**src/rtl/sobel_window_stream_pkg.sv**
```systemverilog
`default_nettype none
// +----------------------------------------------------------------------------+
// | sobel_window_stream_pkg : shared constants and types for the window streamer |
// | Rev 1.0                                                                      |
// +----------------------------------------------------------------------------+
package sobel_window_stream_pkg;

  localparam logic MODE_SKIP = 1'b0;
  localparam logic MODE_ZERO = 1'b1;

  localparam int WIN_DIM = 3;

  typedef enum logic [1:0] {
    ST_IDLE  = 2'd0,
    ST_RUN   = 2'd1,
    ST_DRAIN = 2'd2
  } state_e;

endpackage
`default_nettype wire

```
**src/rtl/sobel_window_stream_line_buffer.sv**
```systemverilog
`default_nettype none
// +----------------------------------------------------------------------------+
// | sobel_window_stream_line_buffer : two-row line store, async read, sync write |
// | Rev 1.0                                                                      |
// +----------------------------------------------------------------------------+
module sobel_window_stream_line_buffer #(
  parameter int DEPTH  = 160,
  parameter int WIDTH  = 16,
  parameter int ADDR_W = $clog2(DEPTH)
) (
  input  logic              clk_i,
  input  logic [ADDR_W-1:0] addr_i,
  input  logic              wr_en_i,
  input  logic [WIDTH-1:0]  wr_data_i,
  output logic [WIDTH-1:0]  rd_data_o
);

  // Both rows share one word so a single RAM macro holds the whole history.
  logic [WIDTH-1:0] r_mem [DEPTH];

  assign rd_data_o = r_mem[addr_i];

  always_ff @(posedge clk_i) begin
    if (wr_en_i) begin
      r_mem[addr_i] <= wr_data_i;
    end
  end

endmodule
`default_nettype wire

```
**src/rtl/sobel_window_stream.sv**
```systemverilog
`default_nettype none
// +----------------------------------------------------------------------------+
// | sobel_window_stream : raster pixel stream to 3x3 Sobel windows, with borders |
// | Rev 1.0                                                                      |
// +----------------------------------------------------------------------------+
module sobel_window_stream
  import sobel_window_stream_pkg::*;
#(
  parameter int PIXEL_WIDTH = 8,
  parameter int IMG_WIDTH   = 160,
  parameter int IMG_HEIGHT  = 120
) (
  input  logic                     clk_i,
  input  logic                     nreset_i,
  input  logic                     start_i,
  input  logic                     mode_i,
  input  logic                     in_valid_i,
  input  logic [PIXEL_WIDTH-1:0]   in_px_i,
  output logic                     in_ready_o,
  output logic                     out_valid_o,
  input  logic                     out_ready_i,
  output logic [9*PIXEL_WIDTH-1:0] out_window_o,
  output logic                     out_border_o,
  output logic                     out_eof_o,
  output logic                     busy_o,
  output logic                     frame_done_o
);

  localparam int c_col_w = $clog2(IMG_WIDTH);
  localparam int c_row_w = $clog2(IMG_HEIGHT);
  localparam logic [c_col_w-1:0] c_col_last = c_col_w'(IMG_WIDTH - 1);
  localparam logic [c_row_w-1:0] c_row_last = c_row_w'(IMG_HEIGHT - 1);

  // Element (i,j) sits at bits (8-3i-j)*PIXEL_WIDTH, matching the sobel_core matrix.
  typedef logic [0:WIN_DIM-1][0:WIN_DIM-1][PIXEL_WIDTH-1:0] window_t;
  typedef logic [0:WIN_DIM-1][0:WIN_DIM-2][PIXEL_WIDTH-1:0] hist_t;

  generate
    if (IMG_WIDTH < 3 || IMG_HEIGHT < 3) begin : g_bad_geometry
      $error("sobel_window_stream: IMG_WIDTH and IMG_HEIGHT must both be >= 3");
    end
  endgenerate

  state_e                   r_state;
  state_e                   w_state_next;
  logic                     r_mode;
  logic [c_col_w-1:0]       r_col;
  logic [c_row_w-1:0]       r_row;
  hist_t                    r_hist;
  window_t                  w_win_next;
  logic                     r_out_valid;
  logic [9*PIXEL_WIDTH-1:0] r_out_window;
  logic                     r_out_border;
  logic                     r_out_eof;
  logic                     r_frame_done;
  logic                     w_frame_done;
  logic                     w_start;
  logic                     w_out_free;
  logic                     w_accept;
  logic                     w_interior;
  logic                     w_last;
  logic                     w_load;
  logic [2*PIXEL_WIDTH-1:0] w_lb_rd;
  logic [PIXEL_WIDTH-1:0]   w_tap_a;
  logic [PIXEL_WIDTH-1:0]   w_tap_b;

  assign w_start    = (r_state == ST_IDLE) && start_i;
  assign w_out_free = !r_out_valid || out_ready_i;
  assign in_ready_o = (r_state == ST_RUN) && w_out_free;
  assign w_accept   = in_valid_i && in_ready_o;
  assign w_interior = (r_row >= c_row_w'(2)) && (r_col >= c_col_w'(2));
  assign w_last     = (r_row == c_row_last) && (r_col == c_col_last);
  assign w_load     = w_accept && ((r_mode == MODE_ZERO) || w_interior);

  sobel_window_stream_line_buffer #(
    .DEPTH (IMG_WIDTH),
    .WIDTH (2 * PIXEL_WIDTH)
  ) u_line_buffer (
    .clk_i     (clk_i),
    .addr_i    (r_col),
    .wr_en_i   (w_accept),
    .wr_data_i ({w_tap_b, in_px_i}),
    .rd_data_o (w_lb_rd)
  );

  assign w_tap_a = w_lb_rd[2*PIXEL_WIDTH-1:PIXEL_WIDTH];
  assign w_tap_b = w_lb_rd[PIXEL_WIDTH-1:0];

  // The two older columns come from history; the new right column is {a, b, p}.
  always_comb begin
    w_win_next = '0;
    for (int i = 0; i < WIN_DIM; i++) begin
      w_win_next[i][0] = r_hist[i][0];
      w_win_next[i][1] = r_hist[i][1];
    end
    w_win_next[0][2] = w_tap_a;
    w_win_next[1][2] = w_tap_b;
    w_win_next[2][2] = in_px_i;
  end

  always_comb begin
    w_state_next = r_state;
    w_frame_done = 1'b0;
    case (r_state)
      ST_IDLE: begin
        if (start_i) w_state_next = ST_RUN;
      end
      ST_RUN: begin
        if (w_accept && w_last) w_state_next = ST_DRAIN;
      end
      ST_DRAIN: begin
        if (w_out_free) begin
          w_state_next = ST_IDLE;
          w_frame_done = 1'b1;
        end
      end
      default: w_state_next = ST_IDLE;
    endcase
  end

  always_ff @(posedge clk_i or negedge nreset_i) begin
    if (!nreset_i) begin
      r_state      <= ST_IDLE;
      r_frame_done <= 1'b0;
      r_mode       <= MODE_SKIP;
      r_col        <= '0;
      r_row        <= '0;
    end else begin
      r_state      <= w_state_next;
      r_frame_done <= w_frame_done;
      if (w_start) begin
        r_mode <= mode_i;
        r_col  <= '0;
        r_row  <= '0;
      end else if (w_accept) begin
        if (r_col == c_col_last) begin
          r_col <= '0;
          r_row <= (r_row == c_row_last) ? '0 : r_row + 1'b1;
        end else begin
          r_col <= r_col + 1'b1;
        end
      end
    end
  end

  always_ff @(posedge clk_i or negedge nreset_i) begin
    if (!nreset_i) begin
      r_hist <= '0;
    end else if (w_accept) begin
      for (int i = 0; i < WIN_DIM; i++) begin
        r_hist[i][0] <= r_hist[i][1];
        r_hist[i][1] <= w_win_next[i][2];
      end
    end
  end

  // Single output stage: in_ready guarantees it is empty or draining when loaded.
  always_ff @(posedge clk_i or negedge nreset_i) begin
    if (!nreset_i) begin
      r_out_valid  <= 1'b0;
      r_out_window <= '0;
      r_out_border <= 1'b0;
      r_out_eof    <= 1'b0;
    end else if (w_load) begin
      r_out_valid  <= 1'b1;
      r_out_window <= w_interior ? w_win_next : '0;
      r_out_border <= !w_interior;
      r_out_eof    <= w_last;
    end else if (out_ready_i) begin
      r_out_valid  <= 1'b0;
    end
  end

  assign out_valid_o  = r_out_valid;
  assign out_window_o = r_out_window;
  assign out_border_o = r_out_border;
  assign out_eof_o    = r_out_eof;
  assign busy_o       = (r_state != ST_IDLE);
  assign frame_done_o = r_frame_done;

endmodule
`default_nettype wire

```
**config.mk**
```make
export PLATFORM = sky130hd
export DESIGN_NAME = sobel_window_stream
export DESIGN_NICKNAME = d
export VERILOG_FILES = /design/src/rtl/sobel_window_stream_pkg.sv /design/src/rtl/sobel_window_stream_line_buffer.sv /design/src/rtl/sobel_window_stream.sv
export SDC_FILE = /design/constraint.sdc
export NUM_CORES = 2
export LEC_CHECK = 0
export ABC_AREA = 1
export BUFFER_PORTS_ARGS = -buffer_cell sky130_fd_sc_hd__buf_2
export CORE_MARGIN = 5
export CORE_UTILIZATION = 39
export DETAILED_ROUTE_END_ITERATION = 6
export RECOVER_POWER = 100
export SETUP_SLACK_MARGIN = 0.05
export SLEW_MARGIN = 20
export SYNTH_ARGS = -nofsm -noshare
export SYNTH_HDL_FRONTEND = slang
export SYNTH_SLANG_ARGS = --single-unit
```
**constraint.sdc**
```tcl
create_clock -name clk_i -period 6.4 [get_ports clk_i]
set_input_delay 0.64 -clock clk_i [delete_from_list [all_inputs] [get_ports clk_i]]
set_output_delay 0.64 -clock clk_i [all_outputs]
set_load 0.05 [all_outputs]
```
== Word-level counts from Yosys, hierarchy flattened ==
Memories as Yosys holds them, arrays and structs flattened.
Cells that the tools add are included.

* $add $sub $neg: 2
* $lt $le $gt $ge: 2
* Eq/ne operators: 7
* Mux-type cells: 18
* Reductions and logical operators: 18

{| class="wikitable"
|+ Operator list
! kind !! number
|-
| two-way mux 72 bit || 1
|-
| two-way mux 7 bit || 4
|-
| two-way mux 8 bit || 3
|-
| adder 8 x 1 -> 8 bit (second input constant) || 1
|-
| == test 8 bit (second input constant) || 1
|-
| >= comparator 8 x 2 -> 1 bit (second input constant) || 1
|-
| nonzero test 2 bit || 4
|-
| adder 7 x 1 -> 7 bit (second input constant) || 1
|-
| == test 7 bit (second input constant) || 1
|-
| >= comparator 7 x 2 -> 1 bit (second input constant) || 1
|-
| logical AND 1 bit || 7
|-
| two-way mux 1 bit || 6
|-
| two-way mux 2 bit || 3
|-
| one-hot mux 2 bit (3 select lines) || 1
|-
| != test 2 bit (second input constant) || 2
|-
| AND reduction 3 bit || 1
|-
| == test 2 x 1 -> 1 bit (second input constant) || 1
|-
| == test 2 bit (second input constant) || 1
|-
| zero test 1 bit || 2
|-
| zero test 2 bit || 1
|-
| logical OR 1 bit || 2
|-
| != test 2 x 1 -> 1 bit (second input constant) || 1
|-
| AND reduction 2 bit || 1
|}

* Bits in registers: 142
* RAM bits: 2,560
* Input bits: 14
* Output and inout port bits: 78
* Word-level logic and storage cells: 63
* Memories: 1

{| class="wikitable"
|+ Memory list
! name !! words !! width !! rd ports !! clocked after Yosys merged registers in !! wr ports !! line !! RTL
|-
| u_line_buffer.r_mem || 160 || 16 || 1 || 0 || 1 || sobel_window_stream_line_buffer.sv:19 || <nowiki>logic [WIDTH-1:0] r_mem [DEPTH];</nowiki>
|}

== Depth between registers and ports, before layout ==
* Word-level depth: 7
* Gate-level depth with buffers: 19
* Mapped depth without buffers: 15

== Modules after synthesis ==
Synthesis repeated with hierarchy kept, for this count alone.

* Cells, all modules: 9,662
* Area, all modules: 108,770.6 um^2

{| class="wikitable"
|+ Modules (own cells, without submodules)
! module !! times used !! cells each !! area each (um^2) !! seq. area each (um^2)
|-
| sobel_window_stream_line_buffer || 1 || 8,988 || 102,787.3 || 76,873.7
|-
| sobel_window_stream || 1 || 674 || 5,983.2 || 3,553.4
|}

== Worst setup path after synthesis ==
Ideal clock, no wire load.

* Path type: reg-to-reg
* Start: register r_col[0]
* End: memory u_line_buffer.r_mem[0][12] (data pin)
* Library setup time: 1.070 ns
* Arrival: 3.613 ns
* Required time: 5.330 ns
* Path slack: 1.716 ns
* Cell stages (with the launch flop): 12
* Path buffers: 4
* Period minus slack after synthesis: 4.684 ns
* Cells stage by stage: dfrtp_1 > buf_2 > buf_4 > buf_2 > buf_2 > or2_2 > o21ai_0 > o221ai_1 > nor2_1 > nand2_1 > nand3_1 > nand3_1

* Word-level cells in the longest chain between the ends: 1

{| class="wikitable"
|+ Ends and longest elaborated chain
! what !! line !! RTL
|-
| start, declared || sobel_window_stream.sv:47 || <nowiki>logic [c_col_w-1:0] r_col;</nowiki>
|-
| start signal, assigned || sobel_window_stream.sv:140 || <nowiki>r_col <= r_col + 1'b1;</nowiki>
|-
| memory read (160 x 16 bit) || - ||
|-
| net u_line_buffer.rd_data_o[4] || sobel_window_stream_line_buffer.sv:15 || <nowiki>output logic [WIDTH-1:0] rd_data_o</nowiki>
|-
| end, declared || sobel_window_stream_line_buffer.sv:19 ||
|}

The timed path passes the listed nets, and every way through them passes these cells.

== Final worst setup path ==
* Start: register r_out_valid (netlist: out_valid_o)
* End: memory u_line_buffer.r_mem[140][1], enable pin

* Word-level cells in the longest chain between the ends: 6

{| class="wikitable"
|+ Ends and longest elaborated chain
! what !! line !! RTL
|-
| start, declared || sobel_window_stream.sv:51 || <nowiki>logic r_out_valid;</nowiki>
|-
| start signal, assigned || sobel_window_stream.sv:160 || <nowiki>r_out_valid <= 1'b0;</nowiki>
|-
| start signal, assigned || sobel_window_stream.sv:165 || <nowiki>r_out_valid <= 1'b1;</nowiki>
|-
| start signal, assigned || sobel_window_stream.sv:170 || <nowiki>r_out_valid <= 1'b0;</nowiki>
|-
| zero test 1 bit || sobel_window_stream.sv:68 || <nowiki>assign w_out_free = !r_out_valid || out_ready_i;</nowiki>
|-
| logical OR 1 bit || sobel_window_stream.sv:68 ||
|-
| logical AND 1 bit || sobel_window_stream.sv:69 || <nowiki>assign in_ready_o = (r_state == ST_RUN) && w_out_free;</nowiki>
|-
| logical AND 1 bit || sobel_window_stream.sv:70 || <nowiki>assign w_accept = in_valid_i && in_ready_o;</nowiki>
|-
| two-way mux 1 bit || sobel_window_stream_line_buffer.sv:24 || <nowiki>if (wr_en_i) begin</nowiki>
|-
| two-way mux 1 bit (not written as such) || sobel_window_stream_line_buffer.sv:25 || <nowiki>r_mem[addr_i] <= wr_data_i;</nowiki>
|}

Every way passes these cells.

==> run metrics <==
most used cell, CP=inv_1; Yosys top cell area share=69.1%; critical path startpoint category=flip-flop; cts hold-fix bufs=3; failing checks=DRC, capacitance limit, slew limit; Pleak=0.0475 µW; Sinks on Clock Net=2702; all-layer global routing usage=22.1%; Post-synth EDFFs=2560; CTS Buf Count=295; CP required=6.92 ns; crit path DAT=6.33 ns; Hold Vio Cnt, Final=0; Worst-path clk slew=0.06 ns; Fmax=0.172 GHz; layout cells sized above 1=5.29%; Die H=544 µm; placer congestion estimate=0.872; area of the multi-input gates=25800 µm²; Worst Path Buf+Inv=7; Slowest cell on crit path=clkbuf_1; cells along the critical path=inv_1 > nor2_1 > inv_1 > nand3_1 > clkbuf_1 > inv_1 > buf_4 > nand2_1 > clkbuf_1 > nor2_1 > clkbuf_2; top post-synthesis cells by area=edfxtp_1 (69%), nand2_1 (11%), nor2_1 (5.5%); Starting Density=39.1%; DR vias=75700; setup bufs post-CTS=0; Ports=92; Unique masters post-synth=37; die area=296000 µm²; Initial DRC Count=9071; fillers=26100; Area Overhead vs Synth=12.3%; setup TNS=0 ns; vias in the first global route=71800; DRC viols=1; worst hold path class=in2reg; run status=finished, violations left; Core Footprint=285000 µm²; #FFs+latches synth=2702; synthesized area=111000 µm²; pwr dens=472 nW/µm²; most common flop cell mapped by yosys=edfxtp_1; CP peak stage delay=1.36 ns; RSZ-0062 raised after global routing=false; period utilization=90.7%; final core occ=43.9%; DRT Pass-1 Iters=7; Via density=5.27; actual slew at the worst max-slew pin=5.95 ns; worst-case clock buffer depth=4; initial antenna violation count=12; Final HPWL DP=186000 µm; WL per Instance=23.3 µm; row count=196; # setup viols final=0; Slew Limit Headroom=-297%; dominant cell type by area after synthesis=edfxtp_1; Crit. End Element=flip-flop; Worst Hold Margin=0.210 ns; YS warnings=0; top cell family by delay on the critical path=buffers and inverters; Avg Inst Size Synth=10.9 µm²; Die W=544 µm; Post-Syn Nets=10200; sequential fraction of the synthesis area=72.3%; clock root cell=clkbuf_16; WS Path Type=reg2reg; Cells after Synth=10200; clk_skew=0.0695 ns; Max-Cap Viols=52; Slew Limit Fails=1634; Congestion Overflow GR=0; largest net degree at the start of global routing=162; Post-synth ARST share=5.26%; # H-tree levels=5; post-CTS sizing=0; Final ANT Viol Nets=0; final-stage net count=10400; WL final=335000 µm; first-pass GRT wire length=487000 µm; register area=80400 µm²; CTS tree=done; Clock Latency Late Sink=0.96 ns; crit path time final=5.81 ns; Crit Path Max Fanout=78; IO buf count=91; peak supply drop=0.703 mV
## final cells by class
type	instances	area share [%]
tap	3762	3.76
multi-input combinational	6275	20.7
timing repair buffer	399	1.98
sequential	2702	64.3
antenna	6	0.0120
inverter	714	2.16
clock inverter	118	0.677
clock buffer	380	6.42
## path summary, 6_finish.rpt
kind | slack, ns | cells after the start | startpoint | end
worst max-delay path | 0.59 | 11 | out_valid_o$_DFFE_PN0P_ | u_line_buffer.r_mem[140][1]$_DFFE_PP_
worst min-delay path | 0.21 | 3 | start_i | r_state[0]$_DFFE_PN0P_
worst max register to register | 0.59 | 11 | out_valid_o$_DFFE_PN0P_ | u_line_buffer.r_mem[140][1]$_DFFE_PP_
worst min register to register | 0.48 | 2 | r_hist[7]$_DFFE_PN0P_ | r_hist[7]$_DFFE_PN0P_
max in group asynchronous | 1.54 | 4 | nreset_i | out_window_o[26]$_DFFE_PN0P_
min in group asynchronous | 1.47 | 2 | nreset_i | r_hist[0]$_DFFE_PN0P_
## cell families (layout without fill, tap and decap cells)
group / count (synthesis) / count (layout) / synth area share, %
and+or+nand+nor: 5184 / 5184 / 18.0
DFF: 2702 / 2702 / 72.3
buffers and inverters: 1247 / 1611 / 4.64
AOI/OAI and AO/OA: 1082 / 1082 / 5.03
adders and majority gates: 6 / 6 / 0.0674
muxes: 2 / 2 / 0.0180
xor gates and xnor gates: 1 / 1 / 0.00787
other: 0 / 6 / 0
## per-stage QoR
step	total power, µW	setup slack, ns	std cells	area [µm²]
6_report	59100	0.594	14400	125000
4_1_cts	59200	1.17	14300	126000
2_1_floorplan	35700	1.72	10200	111000
3_3_place_gp	43000	1.28	13800	117000
3_5_place_dp	43300	1.21	13800	117000
5_1_grt	61700	0.533	14400	125000
## sequential cells by signal, summed over array words and instances, names as in the netlist
signal	cells
frame_done_o	1
out_border_o	1
out_eof_o	1
out_valid_o	1
out_window_o	72
r_col	8
r_hist	48
r_mode	1
r_row	7
r_state	2
u_line_buffer.r_mem	2560
## tightest hold or removal path, cell delays in order
cell     delay, ns
buf_2         0.07
nand2_1       0.25
nand2_1       0.15
## synthesized netlist by cell type, drive strengths merged, types with 6 or more instances
master	number
clkbuf	176
o211ai	11
a31oi	6
nand3	358
ha	6
edfxtp	2560
nand4	11
inv	709
nand2	3165
o21ai	794
dfrtp	142
or2	11
o22ai	61
buf	357
nor2	1627
a21oi	197
nor3	8
## power by group
| part | switching (µW) | total (µW) | internal [µW] |
|---|---|---|---|
| clock | 6680 | 15900 | 9260 |
| sequential | 316 | 23200 | 22900 |
| combinational | 15700 | 19900 | 4280 |
## cells in the final DEF (no fill, tap or decap), drive strengths merged, types with 4 or more instances in the layout
| cell type | synthesis | layout |
|---|---|---|
| diode | 0 | 6 |
| clkinvlp | 0 | 5 |
| o211ai | 11 | 11 |
| nand4 | 11 | 11 |
| nor2 | 1627 | 1627 |
| edfxtp | 2560 | 2560 |
| inv | 709 | 715 |
| ha | 6 | 6 |
| clkbuf | 176 | 649 |
| or2 | 11 | 11 |
| a21oi | 197 | 197 |
| dfrtp | 142 | 142 |
| clkinv | 5 | 100 |
| o221ai | 4 | 4 |
| o21ai | 794 | 794 |
| a31oi | 6 | 6 |
| nand3 | 358 | 358 |
| o22ai | 61 | 61 |
| bufinv | 0 | 12 |
| nor3 | 8 | 8 |
| o21a | 5 | 5 |
| buf | 357 | 127 |
| nand2 | 3165 | 3165 |
## per-layer routing
layer  vias up  GRT usage, %  wire length [µm]
li1      34300             -                 -
met1     37200          31.0            137000
met2      3578          34.3            152000
met3       628          4.06             32000
met4         4          8.51             14000
met5         -             0                31
No activity file was read; power rests on OpenSTA's default activity.
